### config.mk
export PLATFORM = sky130hd
export DESIGN_NAME = seq_divider
export DESIGN_NICKNAME = d
export VERILOG_FILES = /design/src/rtl/seq_divider.sv
export SDC_FILE = /design/constraint.sdc
export NUM_CORES = 1
export LEC_CHECK = 0
export BUFFER_PORTS_ARGS = -buffer_cell sky130_fd_sc_hd__buf_2
export CAP_MARGIN = 10
export CORE_MARGIN = 5
export CORE_UTILIZATION = 56
export CTS_CLUSTER_SIZE = 24
export DETAILED_ROUTE_END_ITERATION = 6
export PLACE_DENSITY = 0.82
export RECOVER_POWER = 50
export SETUP_SLACK_MARGIN = 0.02
export SLEW_MARGIN = 20
export SYNTH_ARGS = -nofsm -noshare
export SYNTH_HDL_FRONTEND = slang
export SYNTH_SLANG_ARGS = --single-unit
### constraint.sdc
create_clock -name clock -period 2.6 [get_ports clock]
set_input_delay 0.52 -clock clock [delete_from_list [all_inputs] [get_ports clock]]
set_output_delay 0.52 -clock clock [all_outputs]
set_load 0.1 [all_outputs]
### src/rtl/seq_divider.sv
// Sequential restoring divider: one quotient bit per clock, WIDTH+1 edges per result.
// Define SIGNED_DIV_EN for two's-complement operands (sign fix-up in FIX state).
module seq_divider #(
  parameter int unsigned WIDTH = 8
) (
  input  logic             clock,
  input  logic             reset_n,
  input  logic             start,
  input  logic [WIDTH-1:0] N,
  input  logic [WIDTH-1:0] B,
  output logic [WIDTH-1:0] Y,
  output logic [WIDTH-1:0] Z,
  output logic             busy,
  output logic             done,
  output logic             dz
);

  localparam int unsigned CntW = (WIDTH > 1) ? $clog2(WIDTH) : 1;
  localparam logic [CntW-1:0] CntMax = CntW'(WIDTH - 1);

  typedef enum logic [1:0] {StIdle, StRun, StFix, StDone} state_e;

  state_e            state_q, state_d;
  logic [CntW-1:0]   cnt_q, cnt_d;
  logic [WIDTH-1:0]  rem_q, rem_d;
  logic [WIDTH-1:0]  quo_q, quo_d;
  logic [WIDTH-1:0]  div_q, div_d;
  logic [WIDTH-1:0]  y_q, y_d;
  logic [WIDTH-1:0]  z_q, z_d;
  logic              dz_q, dz_d;

  logic [WIDTH-1:0]  n_mag, b_mag;
  logic [WIDTH:0]    shifted;
  logic [WIDTH+1:0]  diff;
  logic              unused_top_bits;

`ifdef SIGNED_DIV_EN
  logic neg_q_q, neg_q_d;
  logic neg_r_q, neg_r_d;
  assign n_mag = N[WIDTH-1] ? (~N + 1'b1) : N;
  assign b_mag = B[WIDTH-1] ? (~B + 1'b1) : B;
`else
  assign n_mag = N;
  assign b_mag = B;
`endif

  // Extra headroom bit keeps the borrow intact when the divisor has its MSB set.
  assign shifted = {rem_q, quo_q[WIDTH-1]};
  assign diff    = {1'b0, shifted} - {2'b00, div_q};
  // Restore only happens when shifted < divisor, so shifted[WIDTH] is then zero.
  assign unused_top_bits = shifted[WIDTH] ^ diff[WIDTH];

  always_comb begin
    state_d = state_q;
    cnt_d   = cnt_q;
    rem_d   = rem_q;
    quo_d   = quo_q;
    div_d   = div_q;
    y_d     = y_q;
    z_d     = z_q;
    dz_d    = dz_q;
`ifdef SIGNED_DIV_EN
    neg_q_d = neg_q_q;
    neg_r_d = neg_r_q;
`endif
    unique case (state_q)
      StIdle: begin
        if (start) begin
          if (B == '0) begin
            y_d     = '1;
            z_d     = N;
            dz_d    = 1'b1;
            state_d = StDone;
          end else begin
            rem_d   = '0;
            quo_d   = n_mag;
            div_d   = b_mag;
            cnt_d   = '0;
            state_d = StRun;
`ifdef SIGNED_DIV_EN
            neg_q_d = N[WIDTH-1] ^ B[WIDTH-1];
            neg_r_d = N[WIDTH-1];
`endif
          end
        end
      end
      StRun: begin
        if (diff[WIDTH+1]) begin
          rem_d = shifted[WIDTH-1:0];
          quo_d = {quo_q[WIDTH-2:0], 1'b0};
        end else begin
          rem_d = diff[WIDTH-1:0];
          quo_d = {quo_q[WIDTH-2:0], 1'b1};
        end
        cnt_d = cnt_q + 1'b1;
        if (cnt_q == CntMax) begin
          state_d = StFix;
        end
      end
      StFix: begin
`ifdef SIGNED_DIV_EN
        y_d = neg_q_q ? (~quo_q + 1'b1) : quo_q;
        z_d = neg_r_q ? (~rem_q + 1'b1) : rem_q;
`else
        y_d = quo_q;
        z_d = rem_q;
`endif
        dz_d    = 1'b0;
        state_d = StDone;
      end
      StDone: begin
        state_d = StIdle;
      end
      default: begin
        state_d = StIdle;
      end
    endcase
  end

  always_ff @(posedge clock or negedge reset_n) begin
    if (!reset_n) begin
      state_q <= StIdle;
      cnt_q   <= '0;
      rem_q   <= '0;
      quo_q   <= '0;
      div_q   <= '0;
      y_q     <= '0;
      z_q     <= '0;
      dz_q    <= 1'b0;
`ifdef SIGNED_DIV_EN
      neg_q_q <= 1'b0;
      neg_r_q <= 1'b0;
`endif
    end else begin
      state_q <= state_d;
      cnt_q   <= cnt_d;
      rem_q   <= rem_d;
      quo_q   <= quo_d;
      div_q   <= div_d;
      y_q     <= y_d;
      z_q     <= z_d;
      dz_q    <= dz_d;
`ifdef SIGNED_DIV_EN
      neg_q_q <= neg_q_d;
      neg_r_q <= neg_r_d;
`endif
    end
  end

  assign busy = (state_q == StRun) || (state_q == StFix);
  assign done = (state_q == StDone);
  assign Y    = y_q;
  assign Z    = z_q;
  assign dz   = dz_q;

endmodule

==> results.toml, run 1 <==
[timing]
clock_skew_ps = 5.06
relSlewSlack = 0.221
hold_viol = 0
timing.final.crit_share = 0.857
grt_setup_unrepaired = "false"
tightestPinTransition_ps = 1170
tns_ps = 0
fin_crit_ps = 2230
hold_slack_ps = 437
setup_violations = 0
max_freq_mhz = 449
maxSlewViolCount = 0

[setup_path]
worstRegToRegCells = 7
criticalPathCategory = "flip-flop to flip-flop"
cp.depth = 7
crit_required_ps = 2830
r2r-start = "rem_q[5]$_DFFE_PN0P_"
critPathMaxStageDelay_ps = 430
worstPathCellList = "ha_1, a21oi_2, o21a_1, nor3b_1, buf_4, mux2_2, o21ai_1"
crit_fanout = 10
setup.worst_path.start_class = "flip-flop"
cp_slowest_cell = "dfrtp_1"
end_kind = "flip-flop"
critical_path.top_delay_family = "compound AO/OA/AOI/OAI gates"
cp.arrival_ps = 2460
worstReg2RegEnd = "rem_q[0]$_DFFE_PN0P_"
endpoint = "rem_q[0]$_DFFE_PN0P_"
ff2ff_setup_slack_ps = 370
crit_buf_inv = 1
cp-startpoint = "rem_q[5]$_DFFE_PN0P_"

[synthesis]
yosysTopAreaCell = "dfrtp_1"
synth.most_common_cell = "dfrtp_1"
yosysUniqueCellTypes = 39
synth.area.top_cells = "dfrtp_1, mux2i_1, ha_1"
async_flop_share = 1.00
yosys_warnings = 0
syn_area_sq_mm = 0.00250
mappedNetlistNets = 298
ys_seq_area_frac = 0.461
synth_seq_cells = 46
syn_inst = 263
synth_edf_count = 0
syn-mean-instance-area_sq_um = 9.49
ys.flop_type = "dfrtp_1"
yosys-top-cells-count = "dfrtp_1, nand2_1, inv_1, nor2_1"
yosysTopAreaCellShare = 0.461

[status]
status = "finished clean"

[cts]
cts-root-buf = "clkbuf_8"
clk_latency_ps = 300
h-tree-depth = 2
clk_path_buf_depth = 2
post-cts-setup-buffers = 0
cts_inserted_buffers = 5
cts_sinks = 46
cts_tree = "yes"
path_clk_slew_ps = 80

[routing]
vias = 1952
drt_first_pass_iters = 4
wl_per_cell_um = 14.2
wl_mm = 5.05
viasPerCell = 5.48
wl_met3_um = 283
top_layer = "met4"
wl_met1_mm = 2.36
drt-initial-drc-count = 97
met2_length_mm = 2.33
drc_errors = 0
antenna_left = 0

[die]
die_w_um = 76.8
row_count = 24
die_y_um = 76.8
start_util = 0.573
ios = 38
dieArea_sq_mm = 0.00589
core_sq_mm = 0.00435

[run]
cap_violations = 0

[placement]
finalWeightedCongestion = 0.927
dp_hpwl_mm = 3.70
io_buffers = 37

[grt]
grt_pass1_vias = 1871
grt_max_degree = 46
grt_overflow = 0
grt_pass1_wl_mm = 8.51
grt_use_total = 0.175
antenna_found_initial = 0

[hold_path]
hp-class = "input port to flip-flop"
worstHoldStart = "B[3]"

[cells_and_area]
final_layout_size_suffix_gt1_frac = 0.181
antennaDiodeCount = 0
area_delta_synth_final_pct = 14.5
fin_nets = 339
## through the flow
| step | cells | util | worst slack [ps] | instance area, sq um |
|---|---|---|---|---|
| finish | 356 | 0.657 | 372 | 2860 |
| global route | 356 | 0.657 | 228 | 2860 |
| CTS | 356 | 0.659 | 395 | 2870 |
| detailed placement | 348 | 0.631 | 418 | 2750 |
| global placement | 348 | 0.631 | 452 | 2750 |
| floorplan | 263 | - | 573 | 2500 |
## registers in the layout, indices dropped and copies added (netlist names)
register and flops:
div_q 8, dz 1, rem_q 8, state_q 2
quo_q 8, Y 8, Z 8, cnt_q 3
## worst min-delay path by stage
stage | end | slack, ps | depth (start not counted)
3_3_place_gp | Y[6]$_DFFE_PN0P_ | 300 | 1
5_1_grt | div_q[5]$_DFFE_PN0P_ | 450 | 3
4_1_cts | div_q[1]$_DFFE_PN0P_ | 430 | 3
3_5_place_dp | Y[6]$_DFFE_PN0P_ | 300 | 1
6_report | div_q[3]$_DFFE_PN0P_ | 440 | 3
2_1_floorplan | Y[0]$_DFFE_PN0P_ | 220 | 0
## layer usage
metal,vias to the layer above,GRT usage
met5,-,0
met4,0,0.0769
met3,5,0.0293
met2,52,0.282
met1,909,0.232
li1,986,-
## kinds of logic after synthesis
group	share of synthesized area
buf+inv	0.0617
simple gates	0.130
compound gates	0.164
fa+ha+maj	0.0832
xor+xnor	0.0105
flops	0.461
mux	0.0897
## cell type report
class	instances	area, sq um
clock buffers	6	82.6
clock inverters	1	30.0
fillers	352	1500
inverters	25	93.8
multi-input cells	180	1190
flip-flops and latches	46	1150
well taps	52	65.1
repair buffers	46	245
## placed cells by master, fill, tap and decap left out, drive strengths merged, types with 3 or more instances in the layout
master	synthesis	final
nor3b	3	3
xor2	3	3
clkbuf	3	11
ha	15	15
mux2i	19	19
mux2	3	3
o21ai	24	24
inv	25	25
a31oi	9	9
buf	9	40
nor2	25	25
nor2b	4	4
nand2	31	31
a21oi	17	17
a211oi	3	3
dfrtp	46	46
## worst min-delay path, delay by kind of cell
kind                   cells  cell delay [ps]
buffers and inverters      1               90
AND/OR/NAND/NOR            1               40
AO/OA/AOI/OAI              1               50
## timing repair
item                                   in CTS  in global routing
endpoints found under the hold margin       1                  0
gates resized for setup                     0                  0
hold buffers                                1                  0
Power of run 1 is left out: the tool's default activity adds up to more than one toggle a clock period on the data nets, which glitch-free logic cannot reach.
==> inputs of run 2 (changes only) <==
Settings changed: SETUP_SLACK_MARGIN 0.02 to 0.5.
==> run 2 against run 1 <==
Net effect:
- global-route usage rose by 0.97 points
- utilization grew 4.4 points
- critical path depth is 1 lower
- clock skew rose by 1.9 ps
- die area unchanged
- design area up 6.7%
- final cell count is 3.1% higher
- critical path type unchanged
==> results.toml, run 2 (synthesized netlist as in run 1, its figures left out) <==
[timing]
setup_violations = 0
clock_skew_ps = 6.95
tightestPinTransition_ps = 1170
fin_crit_ps = 2130
tns_ps = 0
max_freq_mhz = 470
hold_slack_ps = 434
hold_viol = 0
grt_setup_unrepaired = "true"
maxSlewViolCount = 0
timing.final.crit_share = 0.818
relSlewSlack = 0.221

[placement]
placed_area_sq_mm = 0.00275
finalWeightedCongestion = 0.927
dp_hpwl_mm = 3.70
io_buffers = 37

[cells_and_area]
antennaDiodeCount = 0
final_area_sq_mm = 0.00305
area_delta_synth_final_pct = 22.2
mostFrequentLayoutCells = "dfrtp_1, buf_2, nand2_1"
final_layout_size_suffix_gt1_frac = 0.254
utilization = 0.701
fin_nets = 350
layout.cells.most_common = "dfrtp_1"

[cts]
h-tree-depth = 2
cts_tree = "yes"
cts_sinks = 46
clk_path_buf_depth = 2
clk_latency_ps = 300
cts_inserted_buffers = 5
cts-root-buf = "clkbuf_8"
path_clk_slew_ps = 80

[routing]
drt-initial-drc-count = 109
antenna_left = 0
drc_errors = 0
wl_per_cell_um = 15.7
wl_mm = 5.76
viasPerCell = 5.63
vias = 2065
drt_first_pass_iters = 4

[die]
ios = 38
start_util = 0.573
row_count = 24
die_y_um = 76.8
dieArea_sq_mm = 0.00589
die_w_um = 76.8
core_sq_mm = 0.00435

[grt]
grt_overflow = 0
grt_max_degree = 46
grt_pass1_vias = 1920
grt_use_total = 0.185
grt_pass1_wl_mm = 8.93
antenna_found_initial = 0

[setup_path]
crit_fanout = 4
criticalPathCategory = "flip-flop to flip-flop"
ff2ff_setup_slack_ps = 470
end_kind = "flip-flop"
crit_required_ps = 2800
cp.arrival_ps = 2320
setup.worst_path.start_class = "flip-flop"

[run]
cap_violations = 0

[status]
status = "finished clean"

[hold_path]
hp-class = "input port to flip-flop"
==> run 2: worst paths after layout <==
kind,from,cells after the start,end
worst min register to register,quo_q[7]$_DFFE_PN0P_,2,quo_q[7]$_DFFE_PN0P_
worst max-delay path,rem_q[1]$_DFFE_PN0P_,6,rem_q[7]$_DFFE_PN0P_
worst max register to register,rem_q[1]$_DFFE_PN0P_,6,rem_q[7]$_DFFE_PN0P_
max in group asynchronous,reset_n,3,rem_q[0]$_DFFE_PN0P_
min in group asynchronous,reset_n,2,Y[6]$_DFFE_PN0P_
worst min-delay path,B[3],3,div_q[3]$_DFFE_PN0P_
==> run 2: cell type report <==
type,instances,area [sq um]
Sequential cell,46,1160
Timing Repair Buffer,57,335
Inverter,25,93.8
Tap cell,52,65.1
Clock inverter,1,30.0
Clock buffer,6,82.6
Fill cell,319,1300
Multi-Input combinational cell,180,1290
==> run 2: routing by layer <==
layer | track usage | part of all wire | vias to the layer above
li1 | - | - | 1004
met1 | 0.241 | 0.45 | 981
met2 | 0.300 | 0.47 | 69
met3 | 0.0293 | 0.055 | 11
met4 | 0.0874 | 0.020 | 0
met5 | 0 | 0 | -
==> run 2: critical path, stage by stage (launching register included) <==
cell      delay [ps]
dfrtp_1          440
ha_4             290
a21oi_4          220
a21oi_2          120
o2111a_1         240
or4_1            520
a22o_1           190
==> run 2: repair_timing <==
item                                    4_1_cts  5_1_grt
hold buffers                                  1        0
resized for setup                             6       12
pin swaps                                     0        7
hold endpoints to repair                      1        0
endpoints found under the setup margin        4       10
buffers inserted                              4        7
==> run 2: through the flow <==
| step | setup WS, ps | std cells |
|---|---|---|
| floorplan | 573 | 263 |
| global placement | 452 | 348 |
| detailed placement | 418 | 348 |
| CTS | 510 | 360 |
| global route | 419 | 367 |
| finish | 473 | 367 |
Power of run 2 is left out for the same reason.
==> inputs of run 3 (changes only) <==
Clock period 2.6 ns to 2.1 ns, I/O delays scaled along.
==> run 3 against run 2 <==
Net effect:
- hold slack worse by 84 ps
- register-to-register slack worse by 580 ps
- the flow now finishes with violations (negative setup slack)
- utilization up 11 points
- fmax is 3.6% lower
- sequential cell count did not move
- setup slack lost 580 ps
- sequential share of layout area decreased by 5.3 points
- critical path depth is 2 higher
- routed wire length is 12% higher
- largest cell class unchanged
- die area did not move
==> results.toml, run 3 (synthesized netlist as in run 1, its figures left out) <==
[status]
status = "finished, violations left"
failed_checks = "negative setup slack"

[cts]
h-tree-depth = 2
cts_sinks = 46
path_clk_slew_ps = 90
clk_path_buf_depth = 2
cts-root-buf = "clkbuf_8"
cts_tree = "yes"
clk_latency_ps = 300
cts_inserted_buffers = 5
cts_hold_buf = 0

[setup_path]
criticalPathCategory = "flip-flop to flip-flop"
cp-startpoint = "rem_q[6]$_DFFE_PN0P_"
r2r-start = "rem_q[6]$_DFFE_PN0P_"
cp.arrival_ps = 2410
end_kind = "flip-flop"
crit_fanout = 3
setup.worst_path.start_class = "flip-flop"
crit_required_ps = 2300

[grt]
busiest_layer = "met2"
grt_overflow = 0
grt_max_degree = 47
antenna_found_initial = 0
grt_pass1_wl_mm = 10.3
gr-usage-met3 = 0.0422
use_met1 = 0.292
grt_use_total = 0.215
grt_pass1_vias = 2127
met2_usage = 0.351

[timing]
hold_viol = 0
setup_violations = 6
timing.final.crit_share = 1.05
hold_slack_ps = 350
maxSlewViolCount = 0
relSlewSlack = 0.249
max_freq_mhz = 453
clock_skew_ps = 4.57
grt_setup_unrepaired = "true"
tns_ps = -272
tightestPinTransition_ps = 1130
finalWorstSetupSlack_ps = -106
fin_crit_ps = 2210

[cells_and_area]
fillers = 259
final_cells = 397
final_layout_size_suffix_gt1_frac = 0.403
area_delta_synth_final_pct = 41.8
antennaDiodeCount = 0
layout.cells.most_common = "dfrtp_1"
seqCellArea_sq_mm = 0.00115
fin_nets = 379
multi_input_area_sq_mm = 0.00145
mostFrequentLayoutCells = "dfrtp_1, buf_4, buf_2"

[die]
die_y_um = 76.8
start_util = 0.573
core_sq_mm = 0.00435
row_count = 24
die_w_um = 76.8
ios = 38
dieArea_sq_mm = 0.00589

[placement]
io_buffers = 37
dp_hpwl_mm = 4.13
finalWeightedCongestion = 0.861
place_inst = 371

[routing]
wl_per_cell_um = 16.2
vias = 2187
viasPerCell = 5.51
antenna_left = 0
drt-initial-drc-count = 141
drc_errors = 0
wl_mm = 6.45
drt_first_pass_iters = 4

[run]
cap_violations = 0

[hold_path]
worstHoldStart = "B[7]"
hp-class = "input port to flip-flop"
[run 3: timing repair]
item / 4_1_cts / 5_1_grt
resized for setup: 25 / 27
setup buffers: 8 / 9
endpoints found under the setup margin: 30 / 33
gates cloned: 0 / 1
pin swaps: 10 / 7
[run 3: final cells by class]
type | instances | share of cell area
multi-input combinational | 180 | 0.409
sequential | 46 | 0.326
timing repair buffer | 86 | 0.188
inverter | 25 | 0.0272
clock buffer | 6 | 0.0205
tap | 52 | 0.0184
clock inverter | 2 | 0.0106
[run 3: per-layer routing]
| layer | wire [um] | share of wire |
|---|---|---|
| met5 | 0 | 0 |
| met4 | 113 | 0.018 |
| met3 | 337 | 0.052 |
| met2 | 3150 | 0.49 |
| met1 | 2840 | 0.44 |
[run 3: through the flow]
stage,util,setup WS [ps],cell area (sq um)
floorplan,-,123,2580
global placement,0.696,-3.06,3030
detailed placement,0.696,-68.8,3030
CTS,0.766,-66.1,3340
global route,0.813,-178,3540
finish,0.813,-106,3540
[run 3: worst max-delay path, stage by stage, from the launching register on]
cell and delay [ps]:
dfrtp_1 420, ha_4 290, nand4b_1 190, buf_4 200
nor2b_4 130, nor3b_4 60, buf_12 130, or4_1 480
a22o_1 200
[run 3: path summary, 6_finish.rpt]
check / endpoint / slack (ps) / cells past startpoint
min reg2reg: cnt_q[1]$_DFFE_PN0P_ / 490 / 2
max: rem_q[7]$_DFFE_PN0P_ / -110 / 8
max reg2reg: rem_q[7]$_DFFE_PN0P_ / -110 / 8
min in group asynchronous: Y[0]$_DFFE_PN0P_ / 410 / 2
max in group asynchronous: state_q[0]$_DFFE_PN0P_ / 940 / 2
min: div_q[7]$_DFFE_PN0P_ / 350 / 3
Power of run 3 is left out for the same reason.
